--- src/rtl/multicycle_controller_pkg.sv ---
// Shared encodings for the multi-cycle RISC-V control path: FSM states, datapath
// select codes, immediate-type codes for Sign_Extend and the supported opcodes.
package multicycle_controller_pkg;

   typedef enum logic [3:0] {
      S_FETCH    = 4'd0,
      S_DECODE   = 4'd1,
      S_MEMADR   = 4'd2,
      S_MEMREAD  = 4'd3,
      S_MEMWB    = 4'd4,
      S_MEMWRITE = 4'd5,
      S_EXECR    = 4'd6,
      S_EXECI    = 4'd7,
      S_ALUWB    = 4'd8,
      S_BRANCH   = 4'd9,
      S_JAL      = 4'd10,
      S_JALR     = 4'd11,
      S_LUI      = 4'd12,
      S_AUIPC    = 4'd13,
      S_ILLEGAL  = 4'd14
   } state_t;

   localparam logic [2:0] Ext_ImmI = 3'd0;
   localparam logic [2:0] Ext_ImmS = 3'd1;
   localparam logic [2:0] Ext_ImmB = 3'd2;
   localparam logic [2:0] Ext_ImmU = 3'd3;
   localparam logic [2:0] Ext_ImmJ = 3'd4;

   localparam logic [1:0] RES_ALUOUT = 2'b00;
   localparam logic [1:0] RES_MEM    = 2'b01;
   localparam logic [1:0] RES_ALU    = 2'b10;

   localparam logic [1:0] SRCA_PC    = 2'b00;
   localparam logic [1:0] SRCA_OLDPC = 2'b01;
   localparam logic [1:0] SRCA_RS1   = 2'b10;
   localparam logic [1:0] SRCA_ZERO  = 2'b11;

   localparam logic [1:0] SRCB_RS2   = 2'b00;
   localparam logic [1:0] SRCB_IMM   = 2'b01;
   localparam logic [1:0] SRCB_FOUR  = 2'b10;

   localparam logic [1:0] ALUOP_ADD   = 2'b00;
   localparam logic [1:0] ALUOP_SUB   = 2'b01;
   localparam logic [1:0] ALUOP_FUNCT = 2'b10;

   localparam logic [6:0] OP_LOAD   = 7'b0000011;
   localparam logic [6:0] OP_STORE  = 7'b0100011;
   localparam logic [6:0] OP_RTYPE  = 7'b0110011;
   localparam logic [6:0] OP_ITYPE  = 7'b0010011;
   localparam logic [6:0] OP_BRANCH = 7'b1100011;
   localparam logic [6:0] OP_JAL    = 7'b1101111;
   localparam logic [6:0] OP_JALR   = 7'b1100111;
   localparam logic [6:0] OP_LUI    = 7'b0110111;
   localparam logic [6:0] OP_AUIPC  = 7'b0010111;

   // State that follows DECODE for a given opcode.
   function automatic state_t decode_next(input logic [6:0] op);
      case (op)
         OP_LOAD, OP_STORE: return S_MEMADR;
         OP_RTYPE:          return S_EXECR;
         OP_ITYPE:          return S_EXECI;
         OP_BRANCH:         return S_BRANCH;
         OP_JAL:            return S_JAL;
         OP_JALR:           return S_JALR;
         OP_LUI:            return S_LUI;
         OP_AUIPC:          return S_AUIPC;
         default:           return S_ILLEGAL;
      endcase
   endfunction

endpackage

--- src/rtl/multicycle_controller.sv ---
// Multi-cycle RISC-V control FSM: Moore outputs from the state register, except
// FETCH ir/pc writes (mem_ready) and BRANCH pc_write (zero); stalls while mem_ready is low.
module multicycle_controller
   import multicycle_controller_pkg::*;
(
   input  logic       clk,
   input  logic       rst,
   input  logic [6:0] opcode,
   input  logic [2:0] funct3,
   input  logic       funct7b5,
   input  logic       zero,
   input  logic       mem_ready,
   output logic       mem_req,
   output logic       mem_write,
   output logic       adr_src,
   output logic       ir_write,
   output logic       pc_write,
   output logic       reg_write,
   output logic [1:0] result_src,
   output logic [1:0] alu_src_a,
   output logic [1:0] alu_src_b,
   output logic [1:0] alu_op,
   output logic [2:0] imm_src,
   output logic       illegal_instr,
   output logic [3:0] state_o
);

   state_t state_q, state_d;

   logic mem_req_s, mem_write_s, ir_write_s, pc_write_s, reg_write_s, illegal_s;

   // funct7b5 is consumed by the ALU decoder in the datapath, not here.
   logic unused_funct7b5;
   assign unused_funct7b5 = funct7b5;

   always_ff @(posedge clk or posedge rst) begin
      if (rst) state_q <= S_FETCH;
      else     state_q <= state_d;
   end

   always_comb begin
      state_d     = S_FETCH;
      mem_req_s   = 1'b0;
      mem_write_s = 1'b0;
      ir_write_s  = 1'b0;
      pc_write_s  = 1'b0;
      reg_write_s = 1'b0;
      illegal_s   = 1'b0;
      adr_src     = 1'b0;
      result_src  = RES_ALUOUT;
      alu_src_a   = SRCA_PC;
      alu_src_b   = SRCB_RS2;
      alu_op      = ALUOP_ADD;
      imm_src     = Ext_ImmI;
      case (state_q)
         S_FETCH: begin
            mem_req_s  = 1'b1;
            alu_src_b  = SRCB_FOUR;
            result_src = RES_ALU;
            ir_write_s = mem_ready;
            pc_write_s = mem_ready;
            state_d    = mem_ready ? S_DECODE : S_FETCH;
         end
         S_DECODE: begin
            alu_src_a = SRCA_OLDPC;
            alu_src_b = SRCB_IMM;
            imm_src   = (opcode == OP_JAL) ? Ext_ImmJ : Ext_ImmB;
            state_d   = decode_next(opcode);
         end
         S_MEMADR: begin
            alu_src_a = SRCA_RS1;
            alu_src_b = SRCB_IMM;
            imm_src   = (opcode == OP_STORE) ? Ext_ImmS : Ext_ImmI;
            state_d   = (opcode == OP_STORE) ? S_MEMWRITE : S_MEMREAD;
         end
         S_MEMREAD: begin
            mem_req_s = 1'b1;
            adr_src   = 1'b1;
            state_d   = mem_ready ? S_MEMWB : S_MEMREAD;
         end
         S_MEMWB: begin
            result_src  = RES_MEM;
            reg_write_s = 1'b1;
         end
         S_MEMWRITE: begin
            mem_req_s   = 1'b1;
            mem_write_s = 1'b1;
            adr_src     = 1'b1;
            state_d     = mem_ready ? S_FETCH : S_MEMWRITE;
         end
         S_EXECR: begin
            alu_src_a = SRCA_RS1;
            alu_op    = ALUOP_FUNCT;
            state_d   = S_ALUWB;
         end
         S_EXECI: begin
            alu_src_a = SRCA_RS1;
            alu_src_b = SRCB_IMM;
            alu_op    = ALUOP_FUNCT;
            state_d   = S_ALUWB;
         end
         S_ALUWB: begin
            reg_write_s = 1'b1;
         end
         S_BRANCH: begin
            alu_src_a  = SRCA_RS1;
            alu_op     = ALUOP_SUB;
            // Only beq/bne are decoded; other branch funct3 values never redirect.
            pc_write_s = (funct3[2:1] == 2'b00) & (zero ^ funct3[0]);
         end
         S_JAL: begin
            alu_src_a  = SRCA_OLDPC;
            alu_src_b  = SRCB_FOUR;
            pc_write_s = 1'b1;
            state_d    = S_ALUWB;
         end
         S_JALR: begin
            alu_src_a = SRCA_RS1;
            alu_src_b = SRCB_IMM;
            state_d   = S_JAL;
         end
         S_LUI: begin
            alu_src_a = SRCA_ZERO;
            alu_src_b = SRCB_IMM;
            imm_src   = Ext_ImmU;
            state_d   = S_ALUWB;
         end
         S_AUIPC: begin
            alu_src_a = SRCA_OLDPC;
            alu_src_b = SRCB_IMM;
            imm_src   = Ext_ImmU;
            state_d   = S_ALUWB;
         end
         S_ILLEGAL: begin
            illegal_s = 1'b1;
         end
         default: state_d = S_FETCH;
      endcase
   end

   // Strobes are held off combinationally for the whole time reset is asserted.
   assign mem_req       = mem_req_s   & ~rst;
   assign mem_write     = mem_write_s & ~rst;
   assign ir_write      = ir_write_s  & ~rst;
   assign pc_write      = pc_write_s  & ~rst;
   assign reg_write     = reg_write_s & ~rst;
   assign illegal_instr = illegal_s   & ~rst;
   assign state_o       = state_q;

endmodule
--- config.mk ---
export PLATFORM = sky130hd
export DESIGN_NAME = multicycle_controller
export DESIGN_NICKNAME = d
export VERILOG_FILES = /design/src/rtl/multicycle_controller_pkg.sv /design/src/rtl/multicycle_controller.sv
export SDC_FILE = /design/constraint.sdc
export NUM_CORES = 1
export LEC_CHECK = 0
export CAP_MARGIN = 0
export CORE_MARGIN = 1.5
export CORE_UTILIZATION = 37
export DETAILED_ROUTE_END_ITERATION = 12
export PLACE_DENSITY_LB_ADDON = 0.15
export SYNTH_ARGS = -nofsm -noshare
export SYNTH_HDL_FRONTEND = slang
export SYNTH_SLANG_ARGS = --single-unit
--- constraint.sdc ---
create_clock -name clk -period 1.5 [get_ports clk]
set_input_delay 0.225 -clock clk [delete_from_list [all_inputs] [get_ports clk]]
set_output_delay 0.225 -clock clk [all_outputs]
set_load 0.02 [all_outputs]
==> results.txt, run 1 <==
Avg Synthesized Cell Area -> 6.52 µm²
Chip height -> 44.8 µm
Status -> stopped before the end
Share of the synthesized area in the top cell type -> 15.5%
Post-synth top flop -> dfrtp_1
CTS H-tree depth -> 1
Site Rows -> 14
Die X -> 44.8 µm
Clock sinks -> 4
Gpl congestion -> 0.855
CTS resizes -> 142
Synth Instances -> 99
Yosys warnings -> 0
Port bufs -> 35
Post-CTS Setup Bufs -> 8
DP Area -> 1330 µm²
Count leader, synth -> nor2_1
Fraction of registers with async set/reset -> 100%
# IOs -> 37
Error message -> [ERROR DPL-0033] detailed placement checks failed during check placement.
Dpl ws -> -0.829 ns
Dpl hpwl -> 2240 µm
Unique masters post-synth -> 34
Num CTS Buffers -> 3
Seq/Total Area, Yosys -> 15.5%
Last stage -> clock tree synthesis
Ranking of synthesized cells by area -> dfrtp_1 (16%), nor2_1 (8.7%), nand2b_1 (5.8%), nor3_1 (5.4%), o21ai_0 (5.4%)
Yosys reg bits -> 4
Post-Syn Area -> 646 µm²
Most frequent cells after synthesis -> nor2_1 (15), nand2_1 (9), nor3_1 (7), o21ai_0 (7)
Number of synthesized flops with an enable pin -> 0
Syn Nets -> 114
Yosys top cell by area -> dfrtp_1
Max Root-Sink Buffers -> 2
Initial Utilization -> 41.0%
Root Buffer -> clkbuf_4
# hold bufs at CTS -> 0
cell families after synthesis:
group,after synthesis,synth area share [%]
AO/OA/AOI/OAI,27,29.3
XOR/XNOR,2,2.71
buffers and inverters,12,8.72
flip-flops,4,15.5
AND/OR/NAND/NOR,54,43.8
metrics by stage:
step                utilization, %  std cells
detailed placement            84.3        182
global placement              84.3        182
floorplan                        -         99
==> inputs of run 2 (changes only) <==
- CORE_AREA: not set -> 2 2 63 65
- CORE_MARGIN: 1.5 -> not set
- CORE_UTILIZATION: 37 -> not set
- DIE_AREA: not set -> 0 0 65 67
==> run 2 against run 1 <==
  * The flow now finishes, with violations (negative setup slack)
  * Area after synthesis unchanged
  * Synthesized cell count unchanged
==> results.txt, run 2 <==
Clk pin slew, worst setup/hold paths -> 0.04 ns
Largest net degree at the start of global routing -> 11
Port bufs -> 35 (unchanged)
Die X -> 65 µm (was 44.8 µm)
Synth Instances -> 99 (unchanged)
First-pass GRT wire length -> 4600 µm
Drt drc -> 0
Ranking of synthesized cells by area -> dfrtp_1 (16%), nor2_1 (8.7%), nand2b_1 (5.8%), nor3_1 (5.4%), o21ai_0 (5.4%) (unchanged)
P_leak -> 0.780 nW
Worst skew pair latency -> 0.22 ns
Reg2reg path depth -> 8
Slowest CP cell -> dfrtp_2
Count leader, synth -> nor2_1 (unchanged)
1st-pass router iterations -> 4
Diode count -> 0
Initial Utilization -> 17.9% (was 41.0%)
Peak VDD IR -> 0.000395 V
Max Fclk -> 594 MHz
Post-Syn Area -> 646 µm² (unchanged)
Initial antenna violation count -> 0
Detailed-route wire length -> 2930 µm
Cell internal pwr -> 1.71 mW
Design area -> 1720 µm²
Final WS setup -> -0.183 ns
Seq/Total Area, Yosys -> 15.5% (unchanged)
CP Capture Type -> output pin
Max transition margin -> 78.0%
Post-synth top flop -> dfrtp_1 (unchanged)
Core Area -> 3610 µm²
Most frequent cells after synthesis -> nor2_1 (15), nand2_1 (9), nor3_1 (7), o21ai_0 (7) (unchanged)
Gpl congestion -> 0.776 (was 0.855)
Switching Fraction -> 45.1%
Yosys reg bits -> 4 (unchanged)
Startpoint Class -> flop
DR vias -> 1067
PD cells -> 1810 nW/µm²
Antenna-violating nets left -> 0
Power after layout -> 3.11 mW
Avg Synthesized Cell Area -> 6.52 µm² (unchanged)
Layout cell share with drive strength beyond 1 -> 63.3%
Dpl hpwl -> 2160 µm (was 2240 µm)
P_sw -> 1.40 mW
Setup Viol. Count Final -> 18
Num CTS Buffers -> 3 (unchanged)
Grt ovf -> 0
Clock Power Share -> 7.8%
Max FFs per register -> 4
Logic pwr share -> 84.2%
Unique masters post-synth -> 34 (unchanged)
Most frequent cells in the layout -> buf_4 (56), buf_6 (14), dlygate4sd2_1 (11), nor2_1 (10), nand2_1 (8)
Final slew viol count -> 0
CP delay by family, top -> flip-flops
Status -> finished with violations (was stopped before the end)
Number of vias per cell -> 4.52
Crit-path max FO -> 6
Unrepaired setup endpoints after global routing -> true
Stages on the worst setup path -> 6
DRT iter0 DRCs -> 25
CTS tree -> done
Largest stage delay on the critical path -> 0.44 ns
Commonest non-fill, non-tap cell in the layout -> buf_4
Chip height -> 67 µm (was 44.8 µm)
Number of synthesized flops with an enable pin -> 0 (unchanged)
Most common cell on crit path -> nor3_2
Die ar. -> 4360 µm²
Max Root-Sink Buffers -> 2 (unchanged)
Critical path class -> reg -> out
Wire per inst -> 12.4 µm
Share of the synthesized area in the top cell type -> 15.5% (unchanged)
Hold Vio Cnt, Final -> 0
Yosys warnings -> 0 (unchanged)
Hold crit path type -> in -> async
CTS H-tree depth -> 1 (unchanged)
Final period utilization -> 112%
Buf+Inv Stages, Crit Path -> 2
Max Cap Viol -> 0
Syn Nets -> 114 (unchanged)
Flop pwr share -> 8.0%
Fraction of registers with async set/reset -> 100% (unchanged)
Clock sinks -> 4 (unchanged)
Area growth from synthesis to final layout -> 166%
WP data required -> 1.27 ns
Root Buffer -> clkbuf_8 (was clkbuf_4)
Min Clock Period, post-route -> 1.68 ns
DP Area -> 1370 µm² (was 1330 µm²)
Clock Skews -> 0.00252 ns
Worst-margin pin slew -> 0.325 ns
Worst EP arrival -> 1.46 ns
Nets -> 204
# hold bufs at CTS -> 0 (unchanged)
Site Rows -> 22 (was 14)
Vias in the first global route -> 1037
Total Routing Usage GR -> 13.7%
Crit path cell chain -> buf_6 -> and2b_4 -> nor3_2 -> a21oi_1 -> nor3_2 -> buf_4
Failing checks -> negative setup slack
Yosys top cell by area -> dfrtp_1 (unchanged)
# IOs -> 37 (unchanged)
-- run 2: cell counts after synthesis --
Identical to the previous run, type by type.
-- run 2: power groups by stage --
stage / combinational, mW / sequential, mW / clock (mW)
floorplan: 1.00 / 0.258 / 0
global placement: 2.02 / 0.226 / 0
detailed placement: 2.03 / 0.226 / 0
CTS: 2.39 / 0.249 / 0.248
global route: 2.80 / 0.255 / 0.257
finish: 2.62 / 0.248 / 0.243
-- run 2: cell type report --
| class | count | area (µm²) |
|---|---|---|
| fillers | 370 | 1890 |
| repair buffers | 93 | 785 |
| multi-input cells | 83 | 706 |
| flip-flops and latches | 4 | 105 |
| well taps | 48 | 60.1 |
| clock buffers | 4 | 45.0 |
| inverters | 4 | 17.5 |
-- run 2: final timing paths --
check / start / to / slack, ns
min in group clk: opcode[4] / state_o[2]$_DFF_PP0_ / 0.56
min reg2reg: state_o[1]$_DFF_PP0_ / state_o[3]$_DFF_PP0_ / 0.78
max in group asynchronous: rst / state_o[2]$_DFF_PP0_ / 0.96
max: state_o[1]$_DFF_PP0_ / mem_req / -0.18
max reg2reg: state_o[0]$_DFF_PP0_ / state_o[2]$_DFF_PP0_ / -0.07
min: rst / state_o[0]$_DFF_PP0_ / 0.38
-- run 2: logic make-up after synthesis --
| family | count (synthesis) | synth area share, % |
|---|---|---|
| and+or+nand+nor | 54 | 43.8 |
| AOI/OAI and AO/OA | 27 | 29.3 |
| buffers and inverters | 12 | 8.72 |
| DFF | 4 | 15.5 |
| xor gates and xnor gates | 2 | 2.71 |
-- run 2: worst reg2reg max path, delay by kind of cell, from the launching register on --
family	cells	cell delay, ns
compound gates	1	0.09
buf+inv	5	0.69
flops	1	0.44
simple gates	2	0.26
-- run 2: routing by layer --
layer	up-vias	part of all wire, %	GRT usage [%]
met5	-	0	0
met4	0	0	3.19
met3	0	3.1	1.35
met2	26	57	28.5
met1	505	40	14.6
li1	536	-	-
-- run 2: stage by stage --
| stage | hold slack, ns | TNS, ns | instances | util, % | setup slack [ns] |
|---|---|---|---|---|---|
| floorplan | -0.00912 | -0.0694 | 99 | - | -0.0267 |
| global placement | 0.594 | -7.94 | 214 | 38.0 | -0.723 |
| detailed placement | 0.603 | -8.12 | 214 | 38.0 | -0.743 |
| CTS | 0.380 | -1.84 | 229 | 44.4 | -0.188 |
| global route | 0.415 | -3.15 | 236 | 47.6 | -0.265 |
| finish | 0.375 | -1.98 | 236 | 47.6 | -0.183 |
-- run 2: timing repair --
item / CTS / global route
gates resized for setup: 146 / 15
setup buffers: 12 / 8
pin swaps: 14 / 7
setup endpoints to repair: 23 / 19
No activity file was read; power rests on OpenSTA's default activity.
